--- src/rtl/ipv4_vlg_pkg.sv ---
// Shared IPv4 header types and ones-complement helpers for the TX framer and
// the RX checker.
package ipv4_vlg_pkg;

    localparam int IPV4_HDR_LEN   = 20;
    localparam int IPV4_HDR_WORDS = 10;

    typedef struct packed {
        logic [3:0]  version;
        logic [3:0]  ihl;
        logic [7:0]  tos;
        logic [15:0] len;
        logic [15:0] id;
        logic [2:0]  flags;
        logic [12:0] frag;
        logic [7:0]  ttl;
        logic [7:0]  proto;
        logic [15:0] cks;
        logic [31:0] src;
        logic [31:0] dst;
    } ipv4_hdr_t;

    typedef enum logic [2:0] {
        S_IDLE,
        S_SUM,
        S_FOLD,
        S_HDR,
        S_PLD,
        S_ABORT
    } ipv4_tx_state_t;

    // Two folds: the first can itself carry out of bit 15.
    function automatic logic [15:0] ipv4_cks_fold(input logic [19:0] acc);
        logic [16:0] s;
        s = {1'b0, acc[15:0]} + {13'b0, acc[19:16]};
        s = {1'b0, s[15:0]} + {16'b0, s[16]};
        return s[15:0];
    endfunction

endpackage

--- src/rtl/ipv4_vlg_cks.sv ---
// Word-serial ones-complement accumulator: clr, add one 16-bit word per
// cycle, then fold to the inverted header checksum.
module ipv4_vlg_cks
    import ipv4_vlg_pkg::*;
(
    input  logic        i_clk,
    input  logic        i_rst,
    input  logic        i_clr,
    input  logic        i_add,
    input  logic [15:0] i_word,
    input  logic        i_fold,
    output logic [15:0] o_cks
);

    logic [19:0] r_acc;
    logic [15:0] r_cks;

    always_ff @(posedge i_clk) begin
        if (i_rst) begin
            r_acc <= '0;
            r_cks <= '0;
        end else begin
            if (i_clr)
                r_acc <= '0;
            else if (i_add)
                r_acc <= r_acc + {4'b0, i_word};
            if (i_fold)
                r_cks <= ~ipv4_cks_fold(r_acc);
        end
    end

    assign o_cks = r_cks;

endmodule

--- src/rtl/ipv4_vlg_hdr_tx.sv ---
// IPv4 TX framer: 20-byte header with computed checksum, then payload
// pass-through. Optional payload-underrun abort under IPV4_TX_UNDERRUN_EN.
module ipv4_vlg_hdr_tx
    import ipv4_vlg_pkg::*;
#(
    parameter logic [7:0] TTL            = 8'd64,
    parameter logic       DF             = 1'b1,
    parameter int         UNDERRUN_TICKS = 16
) (
    input  logic        i_clk,
    input  logic        i_rst,
    input  logic        i_strt,
    input  logic [31:0] i_src_ip,
    input  logic [31:0] i_dst_ip,
    input  logic [7:0]  i_proto,
    input  logic [15:0] i_len,
    input  logic [15:0] i_id,
    output logic        o_busy,
    input  logic [7:0]  i_pld_dat,
    input  logic        i_pld_val,
    output logic        o_pld_rdy,
    output logic [7:0]  o_out_dat,
    output logic        o_out_val,
    output logic        o_out_sof,
    output logic        o_out_eof,
    input  logic        i_out_rdy,
    output logic        o_err
);

    localparam int IW = $clog2(UNDERRUN_TICKS + 1);
    localparam logic [IW-1:0] UR_MAX = IW'(UNDERRUN_TICKS);
`ifdef IPV4_TX_UNDERRUN_EN
    localparam logic [IW-1:0] UR_LAST = IW'(UNDERRUN_TICKS - 1);
`endif

    ipv4_tx_state_t  r_state;
    ipv4_hdr_t       r_hdr;
    logic [4:0]      r_cnt;
    logic [15:0]     r_rem;
    logic [IW-1:0]   r_idle;

    logic [15:0]     w_len;
    logic [15:0]     w_cks;
    ipv4_hdr_t       w_hdr_out;
    logic [9:0][15:0] w_words;
    logic [19:0][7:0] w_bytes;
    logic [3:0]      w_widx;
    logic [4:0]      w_bidx;

    assign w_len = (i_len < 16'(IPV4_HDR_LEN)) ? 16'(IPV4_HDR_LEN) : i_len;

    // r_hdr holds cks=0, so the summed words see a zero checksum field.
    assign w_words = r_hdr;
    assign w_widx  = 4'd9 - r_cnt[3:0];
    assign w_bidx  = 5'd19 - r_cnt;

    always_comb begin
        w_hdr_out     = r_hdr;
        w_hdr_out.cks = w_cks;
    end
    assign w_bytes = w_hdr_out;

    ipv4_vlg_cks u_cks (
        .i_clk  (i_clk),
        .i_rst  (i_rst),
        .i_clr  (r_state == S_IDLE && i_strt),
        .i_add  (r_state == S_SUM),
        .i_word (w_words[w_widx]),
        .i_fold (r_state == S_FOLD),
        .o_cks  (w_cks)
    );

    always_ff @(posedge i_clk) begin
        if (i_rst) begin
            r_state <= S_IDLE;
            r_hdr   <= '0;
            r_cnt   <= '0;
            r_rem   <= '0;
            r_idle  <= '0;
        end else begin
            case (r_state)
                S_IDLE: begin
                    r_cnt  <= '0;
                    r_idle <= '0;
                    if (i_strt) begin
                        r_hdr <= '{version: 4'd4, ihl: 4'd5, tos: 8'd0,
                                   len: w_len, id: i_id,
                                   flags: {1'b0, DF, 1'b0}, frag: 13'd0,
                                   ttl: TTL, proto: i_proto, cks: 16'd0,
                                   src: i_src_ip, dst: i_dst_ip};
                        r_rem   <= w_len - 16'(IPV4_HDR_LEN);
                        r_state <= S_SUM;
                    end
                end
                S_SUM: begin
                    if (r_cnt == 5'(IPV4_HDR_WORDS - 1)) begin
                        r_cnt   <= '0;
                        r_state <= S_FOLD;
                    end else begin
                        r_cnt <= r_cnt + 5'd1;
                    end
                end
                S_FOLD: r_state <= S_HDR;
                S_HDR: begin
                    if (i_out_rdy) begin
                        if (r_cnt == 5'(IPV4_HDR_LEN - 1)) begin
                            r_cnt   <= '0;
                            r_state <= (r_rem == 16'd0) ? S_IDLE : S_PLD;
                        end else begin
                            r_cnt <= r_cnt + 5'd1;
                        end
                    end
                end
                S_PLD: begin
                    if (i_pld_val && i_out_rdy) begin
                        r_rem  <= r_rem - 16'd1;
                        r_idle <= '0;
                        if (r_rem == 16'd1)
                            r_state <= S_IDLE;
                    end else if (!i_pld_val) begin
`ifdef IPV4_TX_UNDERRUN_EN
                        if (r_idle == UR_LAST)
                            r_state <= S_ABORT;
`endif
                        if (r_idle != UR_MAX)
                            r_idle <= r_idle + IW'(1);
                    end
                end
                S_ABORT: r_state <= S_IDLE;
                default: r_state <= S_IDLE;
            endcase
        end
    end

    // Header bytes come from registered state; payload is a zero-latency bypass.
    always_comb begin
        o_out_val = 1'b0;
        o_out_dat = 8'd0;
        o_out_sof = 1'b0;
        o_out_eof = 1'b0;
        o_pld_rdy = 1'b0;
        case (r_state)
            S_HDR: begin
                o_out_val = 1'b1;
                o_out_dat = w_bytes[w_bidx];
                o_out_sof = (r_cnt == 5'd0);
                o_out_eof = (r_cnt == 5'(IPV4_HDR_LEN - 1)) && (r_rem == 16'd0);
            end
            S_PLD: begin
                o_pld_rdy = i_out_rdy;
                o_out_val = i_pld_val;
                o_out_dat = i_pld_dat;
                o_out_eof = i_pld_val && (r_rem == 16'd1);
            end
            S_ABORT: begin
                o_out_val = 1'b1;
                o_out_eof = 1'b1;
            end
            default: ;
        endcase
    end

`ifdef IPV4_TX_UNDERRUN_EN
    assign o_err = (r_state == S_ABORT);
`else
    assign o_err = 1'b0;
`endif

    assign o_busy = (r_state != S_IDLE);

endmodule

--- config.mk ---
export PLATFORM = sky130hd
export DESIGN_NAME = ipv4_vlg_hdr_tx
export DESIGN_NICKNAME = d
export VERILOG_FILES = /design/src/rtl/ipv4_vlg_pkg.sv /design/src/rtl/ipv4_vlg_cks.sv /design/src/rtl/ipv4_vlg_hdr_tx.sv
export SDC_FILE = /design/constraint.sdc
export NUM_CORES = 1
export LEC_CHECK = 0
export CAP_MARGIN = 25
export CORE_MARGIN = 4
export CORE_UTILIZATION = 39
export DETAILED_ROUTE_END_ITERATION = 10
export PLACE_DENSITY = 0.7
export SLEW_MARGIN = 20
export SYNTH_ARGS = -nofsm -noshare
export SYNTH_HDL_FRONTEND = slang
export SYNTH_SLANG_ARGS = --single-unit
export TNS_END_PERCENT = 1
--- constraint.sdc ---
create_clock -name i_clk -period 6.95 [get_ports i_clk]
set_input_delay 0.695 -clock i_clk [delete_from_list [all_inputs] [get_ports i_clk]]
set_output_delay 0.695 -clock i_clk [all_outputs]
set_load 0.01 [all_outputs]
==> results.md <==
* Relative slew slack at 35.0%
* Power Density at 299 mW/mm^2
* Power Total at 3.67 mW
* CTS tree: built
* Synth Area in Adders at 4.40%
* Tmin final at 5.26 ns
* MaxCap Viol Count at 0
* Largest cells by area after synthesis: dfxtp_1 32%, nand2_1 10%, a21oi_1 10%
* Max-slew violations at 0
* Syn nets at 1,521
* Clock Path Buffers at 2
* Synth area leader: dfxtp_1
* Hold Path Sink: r_hdr[14]
* WL/cell at 18.5 um
* Average cell area after synthesis at 7.51 um^2
* Met3 wire len at 2960 um
* Hold Path Stages at 2
* Routability cong. at 0.952
* Mapped cell area at 0.0103 mm^2
* Initial antenna violation count at 0
* Setup TNS at 0 ns
* IO Pins at 131
* Ys Warns at 0
* Cell variety after synth at 68
* Post-synth ARST share at 0%
* Die width at 170 um
* Xor and xnor area share after synthesis at 4.34%
* Crit path buf inv count at 2
* Register area share after synthesis at 32.1%
* Top cell type's share of synthesized area at 32.1%
* HP Class: flop to flop
* DR DRC count at 0
* RR Startpoint: r_cnt[1]
* Share of layout cells above drive strength 1 at 5.76%
* Setup CP Type: flop to flop
* Clock Latency Late Sink at 0.44 ns
* Wl on met1 at 14,900 um
* Pre-CTS setup slack at 1.80 ns
* Main combinational cell family by area after synthesis: compound AO/OA/AOI/OAI gates
* Postcts setup bufs at 0
* Mux contribution to synthesized area at 8.31%
* Die Ht at 170 um
* Startpoint types: flop
* Worst endpoint required time at 7.29 ns
* Vias in the first global route at 9,065
* Starting density of the core at 39.6%
* Worst-path cell chain: inv_1 > ha_1 > inv_1 > and3_1 > nand2_1 > o21ai_0 > ha_1 > fa_1 > a211oi_1 > o21a_1 > o21bai_1 > and3_1 > or3_1 > o21ai_0 > xor2_1 > a211oi_1
* Commonest cells in the netlist: 286 x nand2_1, 206 x a21oi_1, 165 x dfxtp_1
* First-pass GRT wire length at 50,500 um
* Antenna cells at 0
* Critical path's largest stage delay at 1.05 ns
* Vias post-DR at 10,200
* End of the worst register-to-register path: u_cks.r_acc[14]
* DIE AREA at 0.0290 mm^2
* Worst-Margin Slew at 0.975 ns
* Count of antenna-violating nets left after detailed routing at 0
* Pre-antenna DRT Iters at 6
* Root Driver: clkbuf_16
* Number of enable flip-flop cells after synthesis at 0
* Syn Inst Count at 1,369
* Total Nets Final at 1,580
* Slowest CP cell: ha_1
* Synth Area in Simple Gates at 22.4%
* Status: completed
* Path depth of the worst reg2reg path at 16
* Setup ws final at 1.69 ns
* Period Utilization, post-route at 75.7%
* Delay-heaviest family, CP: adder cells
* Resized Gates After CTS at 0
* PortBufs at 129
* Htree depth at 4
* Num rows at 59
* 1st-iter DRT viols at 1,110
* Leakage at 4.37 nW
* WHS at 0.474 ns
* Compound-cell area share of the yosys netlist at 23.4%
* Cts hold-fix bufs at 0
* Top_reg_cell synth: dfxtp_1
* Post-DP HPWL at 24,600 um
* Worst Setup End Kind: flop
* Area delta synth->final at 19.5%
* Count leader, synth: nand2_1
* WL final at 32,900 um
* Num CTS Buffers at 17
* Clock sink count at 165
* Core ar. at 0.0260 mm^2
* R2R setup slack at 1.69 ns
* Met2 wire length at 14,300 um
* CP arrival at 5.60 ns
* Gr usage total at 21.9%
* Worst-path maximum fanout at 35
* Finish-stage setup viols at 0
* Worst-path clk slew at 0.08 ns
* Max Freq at 0.190 GHz
* Final Hold Vio Count at 0
* Skew final at 0.0169 ns
* Largest net degree at the start of global routing at 77
* RSZ-0062 raised after global routing: false
* Hold path start: r_hdr[14]
* Total grt overflow at 0
* Maximum VDD drop at 0.000159 V
* Routed vias/inst at 5.76
* FF+latch count, synth at 165
* DR top layer: met4
[worst register-to-register path, delay by kind of cell (launching register included)]
| family | cells | cell delay (ns) |
|---|---|---|
| AO/OA/AOI/OAI | 6 | 1.01 |
| flip-flops | 1 | 0.67 |
| adder cells (fa/ha/maj) | 3 | 1.73 |
| AND/OR/NAND/NOR | 4 | 0.96 |
| XOR/XNOR | 1 | 0.09 |
| buffers and inverters | 2 | 0.72 |
[flip-flops by register name, indices dropped and copies added (netlist names)]
signal	flops
r_hdr	105
u_cks.r_acc	20
u_cks.o_cks	16
r_state	3
r_cnt	5
r_rem	16
[cells by family (layout without fill, tap and decap cells)]
| family | Yosys count | after routing |
|---|---|---|
| compound gates | 401 | 401 |
| other cells | 1 | 1 |
| xor+xnor | 51 | 51 |
| flops | 165 | 165 |
| fa+ha+maj | 35 | 35 |
| buf+inv | 124 | 196 |
| simple gates | 529 | 529 |
| mux | 63 | 63 |
[per-stage QoR]
stage          area [um^2]  cells  utilization (%)
2_1_floorplan        10300   1369                -
3_3_place_gp         11700   1744             44.9
3_5_place_dp         11700   1744             44.9
4_1_cts              12300   1776             47.3
5_1_grt              12300   1776             47.3
6_report             12300   1776             47.3
[placed cells by master, fill, tap and decap left out, drive strengths merged, types with 5 or more instances in the layout]
| master | instances |
|---|---|
| a2111oi | 9 |
| a211oi | 21 |
| a21o | 8 |
| a21oi | 208 |
| a221oi | 8 |
| a22o | 5 |
| a22oi | 5 |
| a31oi | 8 |
| a32o | 6 |
| and2 | 7 |
| and3 | 18 |
| buf | 10 |
| clkbuf | 17 |
| clkdlybuf4s50 | 128 |
| clkinv | 5 |
| dfxtp | 165 |
| ha | 33 |
| inv | 35 |
| mux2 | 9 |
| mux2i | 37 |
| mux4 | 17 |
| nand2 | 286 |
| nand2b | 8 |
| nand3 | 22 |
| nand4 | 8 |
| nor2 | 107 |
| nor2b | 15 |
| nor3 | 25 |
| nor3b | 7 |
| nor4 | 12 |
| o21a | 8 |
| o21ai | 65 |
| o21bai | 5 |
| o22ai | 14 |
| or3 | 5 |
| xnor2 | 32 |
| xor2 | 19 |
[metal layers]
metal | track usage, % | up-vias
li1 | - | 4968
met2 | 32.4 | 419
met1 | 32.2 | 4790
met5 | 0 | -
met3 | 4.25 | 49
met4 | 6.53 | 0
[layout make-up]
class	count	area, um^2
timing repair buffer	138	1360
fill	2556	13700
tap	335	419
inverter	26	97.6
sequential	165	3310
clock buffer	17	425
clock inverter	15	193
multi-input combinational	1080	6490
[worst max path at each step]
stage	startpoint	endpoint	cells past startpoint
final	r_cnt[1]	u_cks.r_acc[14]	16
after global routing	r_cnt[1]	u_cks.r_acc[14]	16
after CTS	r_cnt[1]	u_cks.r_acc[14]	16
after detailed placement	r_cnt[1]	u_cks.r_acc[14]	16
after global placement	r_cnt[1]	u_cks.r_acc[14]	16
after floorplan	r_cnt[1]	u_cks.r_acc[14]	19
[power breakdown]
part	internal (mW)	switching (mW)
Clock	0.496	0.498
Sequential	1.13	0.265
Combinational	0.501	0.782
Note: power is estimated with default switching activity, not from simulation.
